===== src/rtl/zelda_pkg.sv =====
// Shared types and screen constants for the Zelda sprite pipeline.
package zelda_pkg;

    typedef enum logic [2:0] {IDLE, F1, F2, F3, RECOVER} sword_state_t;
    typedef enum logic [1:0] {DIR_DOWN, DIR_UP, DIR_LEFT, DIR_RIGHT} dir_t;

    localparam int SCREEN_W = 640;
    localparam int SCREEN_H = 480;

endpackage


===== src/rtl/sprite_addr_gen.sv =====
// Pipelined box test, optional horizontal mirror and ROM address generator.
// The address is registered once; valid is delayed STAGES cycles to line up with the ROM output.
module sprite_addr_gen #(
    parameter int SPRITE_W = 32,
    parameter int AW       = 2 * $clog2(SPRITE_W),
    parameter int STAGES   = 2
) (
    input  logic          clk,
    input  logic          rst_n,
    input  logic [9:0]    draw_x,
    input  logic [9:0]    draw_y,
    input  logic [9:0]    org_x,
    input  logic [9:0]    org_y,
    input  logic          mirror,
    input  logic          blank,
    input  logic          en,
    output logic [AW-1:0] addr,
    output logic          valid
);

    localparam int LW = $clog2(SPRITE_W);
    localparam logic [9:0] SW = 10'(SPRITE_W);

    logic [10:0]       dx, dy;
    logic              in_box;
    logic [LW-1:0]     col, row;
    logic [AW-1:0]     addr_d, addr_q;
    logic [STAGES:1]   vld_pipe_d, vld_pipe_q;

    always_comb begin
        dx     = {1'b0, draw_x} - {1'b0, org_x};
        dy     = {1'b0, draw_y} - {1'b0, org_y};
        // Bit 10 is the sign: a negative offset is outside the box.
        in_box = !dx[10] && !dy[10] && (dx[9:0] < SW) && (dy[9:0] < SW);
        // SPRITE_W-1-dx equals ~dx in the low bits for a power-of-two width.
        col    = dx[LW-1:0] ^ {LW{mirror}};
        row    = dy[LW-1:0];
        addr_d = in_box ? {row, col} : '0;
        vld_pipe_d = {vld_pipe_q[STAGES-1:1], in_box & blank & en};
    end

    always_ff @(posedge clk or negedge rst_n) begin
        if (!rst_n) begin
            addr_q     <= '0;
            vld_pipe_q <= '0;
        end else begin
            addr_q     <= addr_d;
            vld_pipe_q <= vld_pipe_d;
        end
    end

    assign addr  = addr_q;
    assign valid = vld_pipe_q[STAGES];

endmodule


===== src/rtl/sword_anim_ctrl.sv =====
// Sword-attack animation sequencer: vsync tick detect, frame FSM and sprite ROM addressing.
module sword_anim_ctrl
    import zelda_pkg::*;
#(
    parameter int SPRITE_W        = 32,
    parameter int TICKS_PER_FRAME = 4,
    parameter int COOLDOWN_TICKS  = 8
) (
    input  logic       vga_clk,
    input  logic       reset_n,
    input  logic       vs,
    input  logic       attack_req,
    input  logic [1:0] dir,
    input  logic [9:0] link_x,
    input  logic [9:0] link_y,
    input  logic [9:0] DrawX,
    input  logic [9:0] DrawY,
    input  logic       blank,
    output logic [1:0] frame_sel,
    output logic [1:0] dir_sel,
    output logic [9:0] rom_address,
    output logic       sprite_valid,
    output logic       busy,
    output logic       attack_done
);

    localparam int CNT_MAX = (TICKS_PER_FRAME > COOLDOWN_TICKS) ? TICKS_PER_FRAME : COOLDOWN_TICKS;
    localparam int CW      = $clog2(CNT_MAX + 1);
    localparam logic [CW-1:0] FRAME_LAST = CW'(TICKS_PER_FRAME - 1);
    localparam logic [CW-1:0] COOL_LAST  = CW'(COOLDOWN_TICKS - 1);

    sword_state_t  state_d, state_q;
    logic [CW-1:0] cnt_d, cnt_q;
    logic [1:0]    dir_d, dir_q;
    logic          done_d, done_q;
    logic          vs_s1_q, vs_s2_q, vs_prev_q;
    logic          tick;

    // vsync is asynchronous to the pixel clock; history resets high so no false tick.
    always_ff @(posedge vga_clk or negedge reset_n) begin
        if (!reset_n) begin
            vs_s1_q   <= 1'b1;
            vs_s2_q   <= 1'b1;
            vs_prev_q <= 1'b1;
        end else begin
            vs_s1_q   <= vs;
            vs_s2_q   <= vs_s1_q;
            vs_prev_q <= vs_s2_q;
        end
    end

    assign tick = vs_prev_q & ~vs_s2_q;

    always_comb begin
        state_d = state_q;
        cnt_d   = cnt_q;
        dir_d   = dir_q;
        done_d  = 1'b0;
        unique case (state_q)
            IDLE: if (tick && attack_req) begin
                dir_d   = dir;
                cnt_d   = '0;
                state_d = F1;
            end
            F1, F2, F3: if (tick) begin
                if (cnt_q == FRAME_LAST) begin
                    cnt_d   = '0;
                    state_d = (state_q == F1) ? F2 : (state_q == F2) ? F3 : RECOVER;
                end else begin
                    cnt_d = cnt_q + 1'b1;
                end
            end
            RECOVER: if (tick) begin
                if (cnt_q == COOL_LAST) begin
                    cnt_d   = '0;
                    state_d = IDLE;
                    done_d  = 1'b1;
                end else begin
                    cnt_d = cnt_q + 1'b1;
                end
            end
            default: state_d = IDLE;
        endcase
    end

    always_ff @(posedge vga_clk or negedge reset_n) begin
        if (!reset_n) begin
            state_q <= IDLE;
            cnt_q   <= '0;
            dir_q   <= '0;
            done_q  <= 1'b0;
        end else begin
            state_q <= state_d;
            cnt_q   <= cnt_d;
            dir_q   <= dir_d;
            done_q  <= done_d;
        end
    end

    always_comb begin
        unique case (state_q)
            F1:      frame_sel = 2'd1;
            F2:      frame_sel = 2'd2;
            F3:      frame_sel = 2'd3;
            default: frame_sel = 2'd0;
        endcase
    end

    assign busy        = (state_q != IDLE);
    assign dir_sel     = dir_q;
    assign attack_done = done_q;

    sprite_addr_gen #(.SPRITE_W(SPRITE_W)) u_addr (
        .clk    (vga_clk),
        .rst_n  (reset_n),
        .draw_x (DrawX),
        .draw_y (DrawY),
        .org_x  (link_x),
        .org_y  (link_y),
        .mirror (dir_q == DIR_LEFT),
        .blank  (blank),
        .en     (frame_sel != 2'd0),
        .addr   (rom_address),
        .valid  (sprite_valid)
    );

endmodule

===== config.mk =====
export PLATFORM = sky130hd
export DESIGN_NAME = sword_anim_ctrl
export DESIGN_NICKNAME = d
export VERILOG_FILES = /design/src/rtl/zelda_pkg.sv /design/src/rtl/sprite_addr_gen.sv /design/src/rtl/sword_anim_ctrl.sv
export SDC_FILE = /design/constraint.sdc
export NUM_CORES = 1
export LEC_CHECK = 0
export CORE_MARGIN = 2
export CORE_UTILIZATION = 41
export DETAILED_ROUTE_END_ITERATION = 6
export PLACE_DENSITY_LB_ADDON = 0.08
export SLEW_MARGIN = 20
export SYNTH_ARGS = -nofsm -noshare
export SYNTH_HDL_FRONTEND = slang
export SYNTH_SLANG_ARGS = --single-unit

===== constraint.sdc =====
create_clock -name vga_clk -period 3.6 [get_ports vga_clk]
set_input_delay 0.72 -clock vga_clk [delete_from_list [all_inputs] [get_ports vga_clk]]
set_output_delay 0.72 -clock vga_clk [all_outputs]
set_load 0.03 [all_outputs]

**After elaboration in Yosys (flattened, before gate mapping)**

Index checks and enable logic that the tools add are counted.

- Register bits after elaboration: 25
- Latch bits: 0
- RAM bits: 0
- Bits in read-only memories: 0
- Bits of input ports: 47
- Output and inout bits: 17
- Word-level logic and storage cells: 64
- Memories kept: 0

- Add/subtract/negate cells: 3
- $mul: 0
- Div/mod/pow operators: 0
- $lt $le $gt $ge: 2
- Equal/unequal tests: 12
- Shifts and indexed selects: 0
- Mux-type cells: 19
- Bitwise operators: 5
- Reduce and logical (&&, ||, !) cells: 14

Operators by type and width:

| kind | number |
|---|---|
| subtractor 10 x 10 -> 11 bit | 2 |
| two-way mux 3 bit | 7 |
| less-than comparator 10 x 6 -> 1 bit, second input constant | 2 |
| two-way mux 4 bit | 5 |
| one-hot mux 4 bit (3 select lines) | 1 |
| two-way mux 10 bit | 1 |
| inequality test 2 bit, second input constant | 5 |
| one-hot mux 3 bit (3 select lines) | 1 |
| == test 3 x 2 -> 1 bit, second input constant | 2 |
| one-hot mux 2 bit (3 select lines) | 1 |
| nonzero test 3 bit | 2 |
| AND reduction 5 bit | 1 |
| XOR 5 bit | 1 |
| adder 4 x 1 -> 4 bit, second input constant | 1 |
| == test 4 x 2 -> 1 bit, second input constant | 1 |
| == test 4 x 3 -> 1 bit, second input constant | 1 |
| logical AND 1 bit | 4 |
| AND reduction 4 bit | 1 |
| bitwise AND 1 bit | 3 |
| == test 3 x 1 -> 1 bit, second input constant | 1 |
| == test 3 bit, second input constant | 1 |
| logical NOT 3 bit | 1 |
| two-way mux 1 bit | 3 |
| OR reduction 3 bit | 1 |
| other kinds (5) | 6 |

**Logic depth before layout (Yosys ltp)**

Gate-level depths: netlist (run 1).

- Word-level depth: 7
- Depth in mapped cells: 11
- Depth with buffers taken out: 10

**Cells and area by module**

From an unflattened synthesis (run 1), not the netlist that was laid out.

- Cells, all modules: 224
- Area, all modules: 2122.0 sq um

Modules (own cells, without submodules):

| module | times used | cells an instance | area an instance (sq um) | seq. area each (sq um) |
|---|---|---|---|---|
| sprite_addr_gen | 1 | 166 | 1420.1 | 300.3 |
| sword_anim_ctrl | 1 | 58 | 701.9 | 329.1 |

**Least setup slack after synthesis (run 1)**

No wires, ideal clock.

- Path kind: input port to flip-flop
- From: input port DrawY[0]
- To: register u_addr.vld_pipe_q[1] (netlist bit)
- Library setup time: 0.080 ns
- Arrival time: 2.593 ns
- Required time: 3.520 ns
- Setup slack: 0.927 ns
- Cell stages on the path: 11
- Path buffers: 1
- Cells stage by stage: inv_1 -> ha_1 -> inv_1 -> fa_1 -> a21o_1 -> a221oi_2 -> o21ai_0 -> mux2_2 -> clkbuf_1 -> nand3_1 -> nor3_2

- Word-level cells in the longest chain between the ends: 7
- Elaborated cells on any way between the ends: 8
- Those cells by class: add/sub (1); order compare (1); bitwise (2); reduce/logical (4)

Ends and longest elaborated chain:

| element | line | RTL |
|---|---|---|
| from (decl) | sword_anim_ctrl.sv:17 | `input logic [9:0] DrawY,` |
| subtractor 10 x 10 -> 11 bit * | sprite_addr_gen.sv:32 | `dy = {1'b0, draw_y} - {1'b0, org_y};` |
| branches (longest 3 deep; another with less-than comparator 10 x 6 -> 1 bit) | n/a |  |
| logical AND 1 bit * | sprite_addr_gen.sv:34 | `in_box = !dx[10] && !dy[10] && (dx[9:0] < SW) && (dy[9:0] < SW);` |
| bitwise AND 1 bit * (2 in a row) | sprite_addr_gen.sv:39 | `vld_pipe_d = {vld_pipe_q[STAGES-1:1], in_box & blank & en};` |
| via u_addr.vld_pipe_d (one bit) | sprite_addr_gen.sv:28 | `logic [STAGES:1] vld_pipe_d, vld_pipe_q;` |
| to (signal assigned) | sprite_addr_gen.sv:48 | `vld_pipe_q <= vld_pipe_d;` |
| to (decl) | sprite_addr_gen.sv:28 |  |

Mark *: on every way through the listed nets, which the timed path passes.
A chain may end at the register's enable or synchronous reset.

**Final worst setup path (run 1)**

- From: input port link_x[1]
- To: register u_addr.addr_q[5] (netlist: u_addr.addr[5])

- Word-level cells in the longest chain between the ends: 6
- Elaborated cells on any way between the ends: 7
- Those cells by class: add/sub (1); order compare (1); mux (1); reduce/logical (4)

Ends and longest elaborated chain:

| element | line | RTL |
|---|---|---|
| from (decl) | sword_anim_ctrl.sv:14 | `input logic [9:0] link_x,` |
| subtractor 10 x 10 -> 11 bit * | sprite_addr_gen.sv:31 | `dx = {1'b0, draw_x} - {1'b0, org_x};` |
| branches (longest 2 deep; another with less-than comparator 10 x 6 -> 1 bit) | n/a |  |
| logical AND 1 bit * (2 in a row) | sprite_addr_gen.sv:34 |  |
| two-way mux 10 bit * | sprite_addr_gen.sv:38 | `addr_d = in_box ? {row, col} : '0;` |
| via u_addr.addr_d[5] | sprite_addr_gen.sv:27 | `logic [AW-1:0] addr_d, addr_q;` |
| to (signal assigned) | sprite_addr_gen.sv:47 | `addr_q <= addr_d;` |
| to (decl) | sprite_addr_gen.sv:27 |  |

Marks and branches as above.

==> results of run 1 <==
## state kept, by name, indices dropped and copies added (netlist names)
| signal | count |
|---|---|
| vs_prev_q | 1 |
| vs_s1_q | 1 |
| u_addr.addr | 10 |
| u_addr.vld_pipe_q | 2 |
| cnt_q | 4 |
| state_q | 3 |
| vs_s2_q | 1 |
| attack_done | 1 |
| dir_sel | 2 |
## cell usage after synthesis (all sizes together), types with 5 or more instances
cell type	number	area share
inv	29	0.053
o21ai	12	0.029
nand2	20	0.037
nor2b	7	0.021
dfrtp	22	0.27
a21oi	14	0.034
nand3	5	0.012
nor3	14	0.059
nor2	12	0.022
a21o	7	0.026
xnor2	9	0.038
ha	21	0.13
## cells by family (layout without fill, tap and decap cells)
kind of cell	count (synthesis)	in the layout
DFF	25	25
AOI/OAI and AO/OA	53	53
muxes	6	6
buffers and inverters	36	99
adders and majority gates	23	23
xor gates and xnor gates	13	13
and+or+nand+nor	76	76
## critical path, delay by kind of cell
kind,cells,cell delay (ns)
buffers and inverters,2,0.54
XOR/XNOR,1,0.16
adder cells (fa/ha/maj),1,0.28
AO/OA/AOI/OAI,1,0.36
AND/OR/NAND/NOR,4,1.15
## per-layer routing
| metal | share of wire | GRT usage | wire length [um] |
|---|---|---|---|
| met1 | 0.44 | 0.189 | 1800 |
| met2 | 0.50 | 0.279 | 2050 |
| met3 | 0.042 | 0.0120 | 173 |
| met4 | 0.019 | 0.0714 | 78 |
| met5 | 0 | 0 | 0 |
## worst paths after layout
path,from,endpoint,slack (ns),depth (start not counted)
min in group asynchronous,reset_n,state_q[2],0.42,1
hold / removal,u_addr.vld_pipe_q[1],u_addr.vld_pipe_q[2],0.35,0
max in group asynchronous,reset_n,vs_s1_q,2.66,2
setup reg to reg,cnt_q[1],state_q[0],1.54,6
setup / recovery,link_x[1],u_addr.addr[5],0.54,9
hold reg to reg,u_addr.vld_pipe_q[1],u_addr.vld_pipe_q[2],0.35,0
## final cells by class
type | count | area, um^2
fill | 425 | 1990
multi-input combinational | 171 | 1280
timing repair buffer | 66 | 648
sequential | 25 | 629
inverter | 29 | 109
tap | 67 | 83.8
clock buffer | 3 | 41.3
clock inverter | 1 | 5.00
## metrics by stage
| stage | hold slack [ns] | utilization |
|---|---|---|
| 6_report | 0.351 | 0.584 |
| 5_1_grt | 0.369 | 0.584 |
| 4_1_cts | 0.355 | 0.585 |
| 3_5_place_dp | 0.336 | 0.575 |
| 3_3_place_gp | 0.336 | 0.575 |
| 2_1_floorplan | 0.331 | - |
## power by group through the flow
stage	registers (mW)	clock network, mW	logic, mW
after floorplan	0.371	0	0.370
after global placement	0.372	0	0.524
after detailed placement	0.372	0	0.532
after CTS	0.367	0.165	0.534
after global routing	0.375	0.176	0.588
final	0.368	0.158	0.531
==> run metrics, run 1 <==
I/O Buffers=63; critical setup path kind=in -> reg; Highest Clock Rate=0.327 GHz; RSZ-0062 raised after global routing=no; post-cts sizing count=0; multiplexer share of the synthesized area=0.0317; Clock Power Share=0.149; first-pass GRT wire length=6820 um; Ant. Diodes=0; CP max FO=11; CTS Sinks=25; part of the cycle the worst path needs=0.849; crit path cell chain=clkdlybuf4s50_1 > inv_1 > ha_1 > nor2b_1 > o2111ai_1 > nand2_1 > xor2_1 > or4_4 > nor4b_1; CTS tree=done; Total Power=1.06 mW; Synth Area in XOR/XNOR=0.0555; Synth Area in Simple Gates=0.212; DRC viols=0; initial antenna violation count=0; Synth cell types=46; Layout Skew=0.00255 ns; P_sw=0.404 mW; Seq pwr share=0.348; synthesized flop and latch total=25; commonest register cell after synthesis=dfrtp_1; hold crit path type=reg -> reg; leakage=1.23 nW; Area growth, synth to finish=36.2%; Initial DRC Count=90; CTS Buffer Depth=2; CTS buffer count=3; slowest stage delay, CP=0.63 ns; asr flop ratio synth=1.00; Setup crit start kind=primary input; row count=25; pre-CTS WS=0.248 ns; vias per cell=5.12; vias=1854; Synth Instances=232; Core Footprint=0.00479 mm^2; Worst Setup End Kind=flip-flop; Rel. slew slack=0.606; most frequent cells in the layout=clkdlybuf4s50_1 (62), inv_1 (29), dfrtp_1 (22); Post-synth EDFFs=0; proportion of layout cells with a drive suffix above 1=0.108; post-synthesis compound-gate area fraction=0.175; # Post-CTS Setup Buffers=0; Least-Margin Pin Slew=0.590 ns; final setup fails=0; Final Hold Fails=0; H-Tree Depth=1; clk_lat worst skew=0.26 ns; total congestion overflow=0; vias in the first global route=1671; Post-DP HPWL=3420 um; sequential-to-total area share from yosys stat=0.307; Post-DP Area=0.00275 mm^2; WP data required=3.76 ns; drt wl/cell=11.4 um; Final #Nets=366; Pwr per Cell Area=378 mW/mm^2; IO Count=64; Synthesized Nets=302; GRT Overall Usage=0.155; root buf cell=clkbuf_8; Worst-path clk slew=0.08 ns; Pre-antenna DRT Iters=4; P_int=0.652 mW; largest family of logic cells by synthesized area=simple AND/OR/NAND/NOR gates; worst path arrival time=3.22 ns; Initial Util=0.428; outcome=completed; Die W=74.7 um; Maximum Capacitance Violations=0; largest net degree at the start of global routing=25; die area=0.00558 mm^2; GP Congestion=0.853; Setup TNS=0 ns; slowest library cell on the worst path=or4_4; fin cells=362; Die Y-Extent=74.7 um; commonest non-fill, non-tap cell in the layout=clkdlybuf4s50_1; Tmin final=3.06 ns; Gate power share=0.503; Final WS setup=0.545 ns; Final Instance Area=0.00279 mm^2; Synth Warn #=0; Slew Viols, Final=0; mean post-synth cell area=8.84 um^2; Post-Syn Area=0.00205 mm^2; placed cell count=358; Max IR drop VDD=182 uV; switching portion of total power=0.383; Routed Antenna Nets=0; hold-fix buffer count after cts=0; Routed Wire Length=4110 um; post-synthesis adder-cell area fraction=0.148
Power figures use the tool's default switching activity.
==> run 2: changes to the inputs <==
clock period = 3 ns   (was 3.6 ns; I/O delays follow)
==> run 2 against run 1 <==
  * Non-clock buffer count rose by 17
  * Flip-flop and latch count unchanged
  * Combinational power rose by 27%
  * Total power increased by 24%
  * Sequential power rose by 20%
  * Worst hold slack better by 0.0075 ns
  * Clock-buffer cell count unchanged
  * Critical path depth grew 1
  * Critical path type unchanged
  * First-iteration DRC count shrank 28%
  * Cell count up 4.7%
  * Via count shrank 0.49%
  * Clock skew shrank 0.0017 ns
==> run metrics, run 2 (synthesis gave the netlist of run 1 again) <==
outcome=completed; hold crit path type=reg -> reg; Pwr per Cell Area=437 mW/mm^2; Core Footprint=0.00479 mm^2; initial antenna violation count=0; Critical path origin=link_x[1]; WP data required=3.19 ns; Initial Util=0.428; worst path arrival time=2.95 ns; Rel. slew slack=0.598; Reg2Reg Setup Slack=0.94 ns; Initial DRC Count=65; Area growth, synth to finish=45.5%; Hold Path Cell Cnt=0; root buf cell=clkbuf_8; Tmin final=2.77 ns; Worst-path clk slew=0.08 ns; CTS Sinks=25; hold slack=0.359 ns; Worst Setup End Kind=flip-flop; IO Count=64; most frequent cells in the layout=clkdlybuf4s50_1 (59), inv_1 (27), dfrtp_1 (22); drt wl/cell=11.1 um; Hold Crit Start=vs_s1_q; largest net degree at the start of global routing=26; Die W=74.7 um; Final Hold Fails=0; Post-DP HPWL=3410 um; Setup crit start kind=primary input; Maximum Capacitance Violations=0; leakage=1.39 nW; Final WS setup=0.233 ns; Routed Wire Length=4200 um; Slew Viols, Final=0; Pre-antenna DRT Iters=4; H-Tree Depth=1; total congestion overflow=0; part of the cycle the worst path needs=0.922; die area=0.00558 mm^2; Least-Margin Pin Slew=0.603 ns; slowest library cell on the worst path=or4_4; Die Y-Extent=74.7 um; Routed Antenna Nets=0; vias in the first global route=1724; hold-fix buffer count after cts=0; CTS buffer count=3; first-pass GRT wire length=6960 um; Final #Nets=383; max reg flops=10; DRC viols=0; Max IR drop VDD=297 uV; crit path cell chain=clkdlybuf4s50_1 > inv_1 > ha_1 > nor2b_1 > o2111ai_1 > nand2_1 > xor2_1 > or4_4 > buf_12 > nor3_4; Reg2Reg Launch Point=cnt_q[0]; GRT Overall Usage=0.157; CP max FO=10; pre-CTS WS=-0.127 ns; CTS tree=done; GP Congestion=0.854; vias per cell=4.87; R2R cell count=6; proportion of layout cells with a drive suffix above 1=0.173; I/O Buffers=63; clk_lat worst skew=0.26 ns; slowest stage delay, CP=0.53 ns; row count=25; CTS Buffer Depth=2; commonest non-fill, non-tap cell in the layout=clkdlybuf4s50_1; final setup fails=0; Ant. Diodes=0; Highest Clock Rate=0.361 GHz; vias=1845; Layout Skew=0.000866 ns; critical setup path kind=in -> reg; RSZ-0062 raised after global routing=no; Setup TNS=0 ns
run 2: area by class of cell:
cell class / instances / area (um^2)
Clock buffer: 3 / 41.3
Clock inverter: 1 / 5.00
Fill cell: 429 / 1800
Inverter: 29 / 109
Multi-Input combinational cell: 171 / 1310
Sequential cell: 25 / 629
Tap cell: 67 / 83.8
Timing Repair Buffer: 83 / 811
run 2: final timing paths:
| path | to |
|---|---|
| worst max-delay path | u_addr.addr[2] |
| worst min-delay path | vs_s2_q |
| worst max register to register | state_q[0] |
| worst min register to register | vs_s2_q |
| max in group asynchronous | vs_s1_q |
| min in group asynchronous | cnt_q[0] |
run 2: where the power goes:
part           switching [mW]  internal (mW)  total [mW]
clock network          0.0976         0.0925       0.190
registers              0.0570          0.385       0.442
logic                   0.343          0.329       0.673
total                   0.498          0.807        1.31
run 2: repair_timing:
action | CTS | global route
gates resized for setup | 0 | 17
buffers inserted | 0 | 3
setup endpoints to repair | 0 | 10
run 2: worst max-delay path: cells and delay by family:
family	cells	cell delay, ns
AO/OA/AOI/OAI	1	0.30
XOR/XNOR	1	0.15
adder cells (fa/ha/maj)	1	0.28
buffers and inverters	3	0.69
AND/OR/NAND/NOR	4	0.93
run 2: metal layers:
layer | global-route usage | routed length [um] | vias up
met3 | 0.0187 | 126 | 2
li1 | - | - | 971
met2 | 0.277 | 2120 | 38
met1 | 0.196 | 1920 | 834
met5 | 0 | 0 | -
met4 | 0.0575 | 32 | 0
run 2: stage by stage:
stage | instances | instance area (um^2) | total power [mW] | utilization
floorplan | 232 | 2050 | 0.890 | -
global placement | 371 | 2860 | 1.10 | 0.598
finish | 379 | 2980 | 1.31 | 0.624
CTS | 375 | 2910 | 1.31 | 0.608
global route | 379 | 2980 | 1.42 | 0.624
detailed placement | 371 | 2860 | 1.11 | 0.598
